`src/rtl/me_search_ctrl.sv`:
```
// Full-search motion-estimation sequencer: issues one SAD row command per dy,
// reduces each returned row to a running minimum and publishes the winning vector.
module me_search_ctrl #(
  parameter int SEARCH_R = 8,
  parameter int SAD_W    = 16
) (
  input  logic                        clk,
  input  logic                        rst,
  input  logic                        start_i,
  input  logic                        abort_i,
  output logic                        cmd_valid_o,
  input  logic                        cmd_ready_i,
  output logic [7:0]                  cmd_dy_o,
  input  logic                        sad_valid_i,
  input  logic [2*SEARCH_R*SAD_W-1:0] sad_results_i,
  output logic                        busy_o,
  output logic                        block_done_o,
  output logic [15:0]                 block_me_o,
  output logic [SAD_W-1:0]            best_sad_o,
  output logic                        err_o
);

  localparam int LANES = 2 * SEARCH_R;
  localparam logic signed [7:0] DY_FIRST = 8'(-SEARCH_R);
  localparam logic signed [7:0] DY_LAST  = 8'(SEARCH_R - 1);

  typedef enum logic [2:0] {S_IDLE, S_ISSUE, S_WAIT, S_REDUCE, S_DONE} state_t;

  state_t                   state_q, state_d;
  logic signed [7:0]        row_dy_q, row_dy_d;
  logic [LANES*SAD_W-1:0]   row_q;
  logic [SAD_W-1:0]         run_sad_q, run_sad_d;
  logic [7:0]               run_dx_q, run_dx_d;
  logic [7:0]               run_dy_q, run_dy_d;
  logic [15:0]              block_me_q, block_me_d;
  logic [SAD_W-1:0]         best_sad_q, best_sad_d;
  logic                     err_q, err_d;
  logic                     sample_row;
  logic [SAD_W-1:0]         row_min;
  logic [7:0]               min_idx;
  logic [7:0]               row_dx;
  logic                     take_row;

  // Strict compare while scanning upward keeps the lowest lane on a tie.
  always_comb begin
    row_min = row_q[SAD_W-1:0];
    min_idx = '0;
    for (int i = 1; i < LANES; i++) begin
      if (row_q[SAD_W*i +: SAD_W] < row_min) begin
        row_min = row_q[SAD_W*i +: SAD_W];
        min_idx = 8'(i);
      end
    end
  end

  assign row_dx   = min_idx - 8'(SEARCH_R);
  assign take_row = (row_dy_q == DY_FIRST) || (row_min < run_sad_q);

  always_comb begin
    // NOTE: every comb output gets a default first so no path infers a latch.
    state_d      = state_q;
    row_dy_d     = row_dy_q;
    run_sad_d    = run_sad_q;
    run_dx_d     = run_dx_q;
    run_dy_d     = run_dy_q;
    block_me_d   = block_me_q;
    best_sad_d   = best_sad_q;
    err_d        = err_q;
    sample_row   = 1'b0;
    cmd_valid_o  = 1'b0;
    block_done_o = 1'b0;

    case (state_q)
      S_IDLE: begin
        if (start_i && !abort_i) begin
          err_d    = 1'b0;
          row_dy_d = DY_FIRST;
          state_d  = S_ISSUE;
        end
      end
      S_ISSUE: begin
        cmd_valid_o = 1'b1;
        if (cmd_ready_i) state_d = S_WAIT;
      end
      S_WAIT: begin
        if (sad_valid_i) begin
          sample_row = 1'b1;
          state_d    = S_REDUCE;
        end
      end
      S_REDUCE: begin
        if (take_row) begin
          run_sad_d = row_min;
          run_dx_d  = row_dx;
          run_dy_d  = row_dy_q;
        end
        if (row_dy_q == DY_LAST) begin
          block_me_d = {run_dx_d, run_dy_d};
          best_sad_d = run_sad_d;
          state_d    = S_DONE;
        end else begin
          row_dy_d = row_dy_q + 8'sd1;
          state_d  = S_ISSUE;
        end
      end
      S_DONE: begin
        block_done_o = 1'b1;
        state_d      = S_IDLE;
      end
      default: state_d = S_IDLE;
    endcase

    if (sad_valid_i && state_q != S_WAIT) err_d = 1'b1;

    // Abort discards the pass without touching the published result.
    if (abort_i && state_q != S_IDLE) begin
      state_d    = S_IDLE;
      sample_row = 1'b0;
      block_me_d = block_me_q;
      best_sad_d = best_sad_q;
    end
  end

  // NOTE: sequential state uses non-blocking assignments so every register samples pre-edge values.
  always_ff @(posedge clk or posedge rst) begin
    if (rst) begin
      state_q    <= S_IDLE;
      row_dy_q   <= '0;
      run_sad_q  <= '0;
      run_dx_q   <= '0;
      run_dy_q   <= '0;
      block_me_q <= '0;
      best_sad_q <= '0;
      err_q      <= 1'b0;
    end else begin
      state_q    <= state_d;
      row_dy_q   <= row_dy_d;
      run_sad_q  <= run_sad_d;
      run_dx_q   <= run_dx_d;
      run_dy_q   <= run_dy_d;
      block_me_q <= block_me_d;
      best_sad_q <= best_sad_d;
      err_q      <= err_d;
    end
  end

  // NOTE: the row buffer is pure data, always written before it is read, so it carries no reset.
  always_ff @(posedge clk) begin
    if (sample_row) row_q <= sad_results_i;
  end

  assign cmd_dy_o   = cmd_valid_o ? row_dy_q : 8'h00;
  assign busy_o     = (state_q != S_IDLE);
  assign block_me_o = block_me_q;
  assign best_sad_o = best_sad_q;
  assign err_o      = err_q;

endmodule

```
`config.mk`:
```
export PLATFORM = sky130hd
export DESIGN_NAME = me_search_ctrl
export DESIGN_NICKNAME = d
export VERILOG_FILES = /design/src/rtl/me_search_ctrl.sv
export SDC_FILE = /design/constraint.sdc
export NUM_CORES = 1
export LEC_CHECK = 0
export BUFFER_PORTS_ARGS = -buffer_cell sky130_fd_sc_hd__buf_4
export CORE_AREA = 2 2 184 204
export DETAILED_ROUTE_END_ITERATION = 16
export DIE_AREA = 0 0 186 206
export PLACE_DENSITY = 0.81
export SLEW_MARGIN = 20
export SYNTH_ARGS = -nofsm -noshare
export SYNTH_HDL_FRONTEND = slang
export SYNTH_SLANG_ARGS = --single-unit
```
`constraint.sdc`:
```
create_clock -name clk -period 52.6 [get_ports clk]
set_input_delay 5.26 -clock clk [delete_from_list [all_inputs] [get_ports clk]]
set_output_delay 5.26 -clock clk [all_outputs]
set_load 0.02 [all_outputs]
```
# After elaboration in Yosys (flattened, before gate mapping)
# Index checks and enable logic that the tools add are counted.
# classes
addsub	2
n_mux	51
n_lt_le_gt_ge	16
reduce_logical	14
bitwise_logic	1
eq_ne	12
# op_table
op	n
$lt A16 B16 Y1	16
$mux W16	16
$mux W8	19
$eq A8 B4 Y1 const B	2
$pmux W8 S2	1
$mux W3	5
$pmux W3 S4	1
$mux W1	9
$ne A3 B3 Y1 const B	3
$reduce_and A3 Y1	3
$add A8 B2 Y8 const B	1
$sub A8 B4 Y8 const B	1
$eq A3 B2 Y1 const B	2
$reduce_bool A2 Y1	3
$ne A2 B2 Y1 const B	2
$eq A3 B1 Y1 const B	1
$eq A3 B3 Y1 const B	1
$logic_and A1 B1 Y1	3
$logic_not A3 Y1	1
$ne A3 B2 Y1 const B	1
$reduce_bool A3 Y1	1
$reduce_and A2 Y1	1
$logic_not A1 Y1	1
$logic_or A1 B1 Y1	1
$not A1 Y1	1
# word_totals
word_cells	105
register_bits	332
inputBits	262

# Logic depth before layout (Yosys ltp)
# Gate-level depths: netlist (run 1).
# logic_depth
word_depth	33
ltp_mapped	241

# Worst setup path after synthesis (run 1)
# No wires, ideal clock.
# synth_path
path_kind	register to register
start	register row_q[1]
end	register run_dy_q[3]
setup_slack_ns	13.900
required_ns	52.472
synth_period_minus_slack_ns	38.700
setup_ns	0.128
t_arrival_ns	38.572
stages_incl_launch_ff	234
path_cell_list	edfxtp_1 -> inv_1 -> ha_1 -> a2111o_1 -> and3_1 -> buf_2 -> nor3_2 -> buf_4 -> mux2i_1 -> ha_1 -> nand4_1 -> nor4_2 -> nand2_1 -> a31oi_1 -> o211ai_1 -> nand2_1 -> buf_2 -> buf_1 -> [198 not listed] -> nand3_1 -> o21ai_4 -> buf_8 -> mux2_2 -> ha_1 -> a21oi_1 -> nor2b_1 -> o21ai_0 -> nand2b_1 -> a21oi_1 -> nor2b_1 -> o21ai_0 -> nand2b_1 -> a21oi_1 -> o22ai_1 -> a211oi_4 -> buf_4 -> mux2_1
# synth_between
elab_chain_len	33
# synth_rtl
element	line	source
start: declaration	31	logic [LANES*SAD_W-1:0] row_q;
start signal: assignment	149	if (sample_row) row_q <= sad_results_i;
$lt A16 B16 Y1	49	if (row_q[SAD_W*i +: SAD_W] < row_min) begin
$mux W16 (*)	49	
$lt A16 B16 Y1	49	
$mux W16 (*)	49	
$lt A16 B16 Y1	49	
$mux W16 (*)	49	
$lt A16 B16 Y1	49	
$mux W16 (*)	49	
[17 not listed]	-	
$mux W16 (*)	49	
$lt A16 B16 Y1	49	
$mux W16 (*)	49	
$lt A16 B16 Y1	49	
$mux W16 (*)	49	
$lt A16 B16 Y1 (*)	57	assign take_row = (row_dy_q == DY_FIRST) || (row_min < run_sad_q);
$logic_or A1 B1 Y1 (*)	57	
$mux W8 (*)	92	if (take_row) begin
end signal: assignment	140	run_dy_q <= run_dy_d;
end: declaration	34	logic [7:0] run_dy_q, run_dy_d;
# Mark *: on every way between the ends. The rest lies on a longest branch, timed or not.
# A chain may end at the register's enable or synchronous reset.

# Worst setup path after layout (run 1)
# layout_path
start	register row_q[17]
end	register run_dx_q[0]
# layout_between
elab_chain_len	33
elab_cells_between_ends	49
cone_classes	add/sub (1); order compare (16); mux (31); reduce/logical (1)
# layout_rtl
element	line	source
$lt A16 B16 Y1	49	
$mux W16	49	
$lt A16 B16 Y1	49	
$mux W16	49	
$lt A16 B16 Y1	49	
$mux W16	49	
$lt A16 B16 Y1	49	
$mux W16	49	
[17 not listed]	-	
$mux W16	49	
$lt A16 B16 Y1	49	
$mux W16	49	
$lt A16 B16 Y1	49	
$mux W16	49	
$lt A16 B16 Y1	57	
$logic_or A1 B1 Y1	57	
$mux W8 (*)	92	
end signal: assignment	139	run_dx_q <= run_dx_d;
end: declaration	33	logic [7:0] run_dx_q, run_dx_d;
# Marks and branches as above.

==> results.py, run 1 <==
metrics = {
    "outcome": {
        "status": "finished, final reports clean",
    },
    "synthesis": {
        "synth-seq-cells": 332,
        "ys_top_cells_by_area": "edfxtp_1, ha_1, dfrtp_1, mux2i_1, inv_1",
        "synth_common_cells": "edfxtp_1, ha_1, inv_1",
        "yosysMostFrequentCell": "edfxtp_1",
        "yosys.area.top_type_share_pct": 36.32,
        "yosys.area.top_type": "edfxtp_1",
        "ys_seq_area_share_pct": 45.30,
        "synth_cell_type_count": 96,
        "ys.flop_type": "edfxtp_1",
        "syn-cell-area_um2": 21170,
        "syn_avg_cell_area_um2": 10.35,
        "async_flop_share_pct": 22.89,
        "ys_warn_count": 0,
        "mappedNetlistNets": 2523,
        "syn_inst": 2045,
        "synth-edff-count": 256,
    },
    "grt": {
        "grt.met1_usage_pct": 35.07,
        "antenna_found_initial": 3,
        "met3_usage_pct": 3.841,
        "grt_max_degree": 79,
        "grt-busiest-layer": "met2",
        "first_global_vias": 16600,
        "track_usage_pct": 28.46,
        "grt-ovfl-total": 0,
        "grt_pass1_wl_mm": 84.50,
        "grt_use_met2_pct": 49.89,
    },
    "place": {
        "dp_hpwl_mm": 43.15,
        "port-buffer-count": 305,
        "place_congestion": 0.9317,
    },
    "detailed_routing": {
        "detail-route-antenna-nets": 0,
        "drt_iter0_markers": 1086,
        "vias": 16710,
        "viasPerCell": 5.828,
        "dr.pass1.iters": 6,
        "post_drt_wl_per_cell_um": 19.09,
        "drc": 0,
        "wl_mm": 54.74,
    },
    "worst_hold_path": {
        "hp-class": "flip-flop to flip-flop",
        "min_from": "run_dx_q[4]$_DFFE_PP0P_",
    },
    "worst_setup_path": {
        "startpoint": "row_q[17]$_DFFE_PP_",
        "cpMaxStageDelayCell": "or2_1",
        "critPathMaxFanout": 35,
        "crit_buf_inv": 18,
        "start_kind": "flip-flop",
        "r2r-start": "row_q[17]$_DFFE_PP_",
        "max_stage_delay_ps": 770,
        "cp_data_arrival_time_ps": 43450,
        "crit_required_ps": 53030,
        "cp-end-kind": "flip-flop",
        "path_delay_family": "compound AO/OA/AOI/OAI gates",
        "worstSetupPathType": "flip-flop to flip-flop",
    },
    "cts": {
        "clock-sinks": 332,
        "cts_resized": 0,
        "hold_buffers": 0,
        "cts_root_buffer": "clkbuf_16",
        "postCtsSetupBuffers": 0,
        "cts_buffers": 35,
        "clkTransAtPathRegs_ps": 60,
        "cts_tree": "built",
        "htree_levels": 2,
        "clock_path_buffers": 3,
        "clock_latency_ps": 560,
    },
    "power_and_ir_drop": {
        "power_mw": 0.8940,
        "powerDensity_nw_per_um2": 35.74,
        "leakagePower_nw": 11.21,
        "ir_worst_vdd_mv": 0.02800,
    },
    "sta": {
        "max_freq_mhz": 23.24,
        "final-max-slew-violation-count": 0,
        "rsz0062_at_grt": "false",
        "setup_viol": 0,
        "tightest_slew_ps": 984.0,
        "fin_crit_ps": 43020,
        "skew_ps": 18.93,
        "slew_headroom_pct": 34.40,
        "hold_viol": 0,
        "tns_ps": 0,
        "final.period_utilization_pct": 81.79,
    },
    "cells_and_area": {
        "drive_above_1_share_pct": 19.79,
        "area_delta_synth_final_pct": 18.18,
        "fillers": 2732,
        "fin_nets": 2822,
    },
    "floorplanning": {
        "dieHeight_um": 206,
        "die_width_um": 186,
        "rows": 74,
        "boundaryPins": 306,
        "die_area_um2": 38320,
        "coreArea_um2": 36570,
        "start_util_pct": 57.88,
    },
    "run": {
        "maxCapViolCount": 0,
    },
}
[path summary, 6_finish.rpt]
| kind | slack (ps) | to | cells past startpoint |
|---|---|---|---|
| worst max-delay path | 9580 | run_dx_q[0]$_DFFE_PP0P_ | 210 |
| worst min register to register | 480 | run_dx_q[4]$_DFFE_PP0P_ | 1 |
| min in group asynchronous | 5020 | row_dy_q[1]$_DFFE_PP0P_ | 3 |
| max in group asynchronous | 46970 | best_sad_o[11]$_DFFE_PP0P_ | 3 |
| worst min-delay path | 480 | run_dx_q[4]$_DFFE_PP0P_ | 1 |
| worst max register to register | 9580 | run_dx_q[0]$_DFFE_PP0P_ | 210 |
[layout by cell type (no fill, tap or decap), types with 8 or more instances in the layout]
cell and count:
buf_4 319, edfxtp_1 256, ha_1 216, inv_1 209, nand2_1 195, o21ai_0 145
a21oi_1 128, nor2_1 94, mux2i_1 87, dfrtp_1 76, mux2_2 56, nand4_1 52
a21o_1 50, nand3_1 39, nor2b_1 38, clkbuf_16 36, nand2b_1 34, o21ai_1 30
nor3_1 18, and2_1 18, and3_1 16, a31oi_1 14, a211oi_1 14, or3_1 13
o211ai_1 12, or2_2 9, xor2_1 8
[cell type report]
type	count	area [µm²]	share of cell area, %
repair buffers	319	2395	9.573
well taps	494	618.1	2.471
clock buffers	42	923.4	3.691
inverters	211	792.0	3.166
clock inverters	21	175.2	0.7002
multi-input cells	1445	10520	42.04
flip-flops and latches	332	9589	38.33
diodes	3	7.507	0.03001
[per-layer routing]
layer  part of all wire (%)  up-vias
li1                       -     8095
met1                     41     7870
met2                     50      621
met3                    5.3      122
met4                    3.9        0
met5                      0        -
[per-stage QoR]
| stage | hold WS, ps | setup slack (ps) | instance area, µm² | cells | util (%) |
|---|---|---|---|---|---|
| after detailed placement | 466.5 | 9806 | 23900 | 2801 | 65.35 |
| after global routing | 507.2 | 5504 | 25010 | 2866 | 68.40 |
| after global placement | 457.6 | 11420 | 23900 | 2801 | 65.35 |
| after floorplan | 449.2 | 13900 | 21170 | 2045 | - |
| after CTS | 480.4 | 9722 | 25000 | 2864 | 68.36 |
| final | 481.1 | 9576 | 25020 | 2867 | 68.40 |
[report_power, final]
part | leakage, nW | internal, mW | switching [mW] | total [mW]
combinational | 7.37 | 0.152 | 0.201 | 0.353
sequential | 3.31 | 0.295 | 0.00698 | 0.302
clock | 0.535 | 0.136 | 0.103 | 0.240
total | 11.2 | 0.583 | 0.311 | 0.894
[state kept, by name, summed over array words and instances, names as in the netlist]
register    flops
row_dy_q        8
best_sad_o     16
run_sad_q      16
run_dx_q        8
block_me_o     16
row_q         256
err_o           1
run_dy_q        8
state_q         3
[kinds of logic after synthesis]
family | after synthesis | share of synthesized area, %
muxes | 158 | 8.068
DFF | 332 | 45.30
buffers and inverters | 268 | 5.131
xor gates and xnor gates | 13 | 0.5379
AOI/OAI and AO/OA | 491 | 14.75
and+or+nand+nor | 562 | 13.20
adders and majority gates | 221 | 13.00
Note: power is estimated with default switching activity, not from simulation.
==> run 2, diff against run 1 <==
--- a/config.mk
+++ b/config.mk
@@ -5,11 +5,12 @@
 export SDC_FILE = /design/constraint.sdc
 export NUM_CORES = 1
 export LEC_CHECK = 0
+export ABC_AREA = 1
 export BUFFER_PORTS_ARGS = -buffer_cell sky130_fd_sc_hd__buf_4
-export CORE_AREA = 2 2 184 204
+export CORE_AREA = 2 2 190 211
 export DETAILED_ROUTE_END_ITERATION = 16
-export DIE_AREA = 0 0 186 206
-export PLACE_DENSITY = 0.81
+export DIE_AREA = 0 0 192 213
+export PLACE_DENSITY = 0.76
 export SLEW_MARGIN = 20
 export SYNTH_ARGS = -nofsm -noshare
 export SYNTH_HDL_FRONTEND = slang
==> constraint.sdc (replaced) <==
create_clock -name clk -period 38.1 [get_ports clk]
set_input_delay 3.81 -clock clk [delete_from_list [all_inputs] [get_ports clk]]
set_output_delay 3.81 -clock clk [all_outputs]
set_load 0.02 [all_outputs]
==> results.py, run 2 <==
metrics = {
    "outcome": {
        "status": "finished, final reports clean",
    },
    "sta": {
        "hold_viol": 0,
        "slew_headroom_pct": 28.92,
        "tightest_slew_ps": 1060,
        "rsz0062_at_grt": "false",
        "final.period_utilization_pct": 79.17,
        "final-max-slew-violation-count": 0,
        "setup_viol": 0,
        "fin_crit_ps": 30160,
        "skew_ps": 14.91,
        "tns_ps": 0,
        "max_freq_mhz": 33.15,
    },
    "cells_and_area": {
        "fillers": 3228,
        "fin_nets": 2948,
        "drive_above_1_share_pct": 19.52,
        "num_antenna_cells": 0,
        "final_common_cell": "nand2_1",
        "regMostFlops": "row_q",
        "mostFrequentLayoutCells": "nand2_1, buf_4, edfxtp_1, ha_1, o21ai_0",
        "largest_reg_flops": 256,
        "area_delta_synth_final_pct": 18.54,
    },
    "grt": {
        "grt-busiest-layer": "met2",
        "track_usage_pct": 24.91,
        "grt-ovfl-total": 0,
        "antenna_found_initial": 0,
        "met3_usage_pct": 3.945,
        "grt_use_met2_pct": 41.62,
        "grt_pass1_wl_mm": 79.81,
        "grt.met1_usage_pct": 32.74,
        "grt_max_degree": 84,
        "first_global_vias": 15790,
    },
    "floorplanning": {
        "boundaryPins": 306,
        "dieHeight_um": 213,
        "die_width_um": 192,
        "start_util_pct": 51.31,
        "rows": 76,
        "coreArea_um2": 38800,
        "die_area_um2": 40900,
    },
    "synthesis": {
        "mappedNetlistNets": 2663,
        "async_flop_share_pct": 22.89,
        "yosys.area.top_type": "edfxtp_1",
        "syn_avg_cell_area_um2": 9.111,
        "synth_cell_type_count": 47,
        "ys_top_cells_by_area": "edfxtp_1, ha_1, nand2_1, dfrtp_1, o21ai_0",
        "synth-seq-cells": 332,
        "synth-edff-count": 256,
        "syn_inst": 2185,
        "ys_warn_count": 0,
        "ys_seq_area_share_pct": 48.17,
        "ys.flop_type": "edfxtp_1",
        "syn-cell-area_um2": 19910,
        "yosys.area.top_type_share_pct": 38.62,
        "yosysMostFrequentCell": "nand2_1",
        "synth_common_cells": "nand2_1, edfxtp_1, ha_1",
    },
    "detailed_routing": {
        "dr.pass1.iters": 5,
        "detail-route-antenna-nets": 0,
        "drc": 0,
        "post_drt_wl_per_cell_um": 16.88,
        "drt_iter0_markers": 1188,
        "viasPerCell": 5.474,
        "wl_mm": 50.67,
        "vias": 16430,
    },
    "cts": {
        "clock_latency_ps": 550,
        "cts_tree": "built",
        "cts_resized": 0,
        "hold_buffers": 0,
        "clock-sinks": 332,
        "postCtsSetupBuffers": 0,
        "cts_root_buffer": "clkbuf_16",
        "clkTransAtPathRegs_ps": 60,
        "htree_levels": 2,
        "clock_path_buffers": 3,
        "cts_buffers": 35,
    },
    "worst_setup_path": {
        "r2r-start": "row_q[31]$_DFFE_PP_",
        "start_kind": "flip-flop",
        "max_stage_delay_ps": 700,
        "r2r.worst_path.cells": 119,
        "worstSetupPathType": "flip-flop to flip-flop",
        "cp-end-kind": "flip-flop",
        "crit_required_ps": 38580,
        "r2r_slack_ps": 7940,
        "cp_data_arrival_time_ps": 30650,
        "cpMaxStageDelayCell": "a2111oi_1",
        "r2r_end": "run_dx_q[4]$_DFFE_PP0P_",
        "critPathMaxFanout": 34,
    },
    "place": {
        "dp_hpwl_mm": 39.16,
        "place_congestion": 0.9305,
        "port-buffer-count": 305,
    },
    "worst_hold_path": {
        "min_path_cells": 2,
        "hp-class": "flip-flop to flip-flop",
        "min_from": "run_dy_q[6]$_DFFE_PP0P_",
        "min_to": "run_dy_q[6]$_DFFE_PP0P_",
    },
    "run": {
        "maxCapViolCount": 0,
    },
}
run 2: cells by family (layout without fill, tap and decap cells):
family                     Yosys count  in the layout  synth area share, %
AOI/OAI and AO/OA                  356            356                9.918
adders and majority gates          216            216                13.58
buffers and inverters              223            533                5.016
DFF                                332            332                48.17
and+or+nand+nor                   1058           1058                23.32
run 2: area by class of cell:
class,instances,area [µm²],area share [%]
multi-input cells,1630,9346,39.61
clock inverters,20,157.7,0.6681
repair buffers,314,2357,9.989
flip-flops and latches,332,9589,40.64
well taps,507,634.4,2.688
clock buffers,42,923.4,3.913
inverters,157,589.3,2.497
run 2: through the flow:
stage	worst slack, ps	hold WS, ps	area [µm²]	util (%)	cells
after floorplan	11930	440.4	19910	-	2185
after global placement	8691	452.3	22510	58.01	2940
after detailed placement	7582	460.7	22510	58.01	2940
after CTS	7480	474.9	23590	60.79	3002
after global routing	5454	486.3	23600	60.82	3002
final	7938	468.4	23600	60.82	3002
run 2: worst max-delay path by stage:
stage | slack (ps) | end | start
after floorplan | 11930 | block_me_o[2]$_DFFE_PP0P_ | row_q[25]$_DFFE_PP_
after global placement | 8690 | block_me_o[13]$_DFFE_PP0P_ | row_q[11]$_DFFE_PP_
after detailed placement | 7580 | run_dx_q[4]$_DFFE_PP0P_ | row_q[31]$_DFFE_PP_
after CTS | 7480 | block_me_o[13]$_DFFE_PP0P_ | row_q[31]$_DFFE_PP_
final | 7940 | run_dx_q[4]$_DFFE_PP0P_ | row_q[31]$_DFFE_PP_
after global routing | 5450 | block_me_o[15]$_DFFE_PP0P_ | row_q[21]$_DFFE_PP_
run 2: worst max-delay path: cells and delay by family (launching register included):
kind | cells | cell delay [ps]
simple gates | 44 | 7610
compound gates | 57 | 16200
flops | 1 | 400
fa+ha+maj | 16 | 5200
buf+inv | 2 | 590
run 2: routing by layer:
layer  wire length, µm  share of wire, %
met2             24100                48
met5                 0                 0
met3              2942               5.8
met1             21820                43
met4              1812               3.6
Power of run 2 is not shown: default switching activity piles up to over one toggle a cycle in this logic, so the estimate is an artifact.
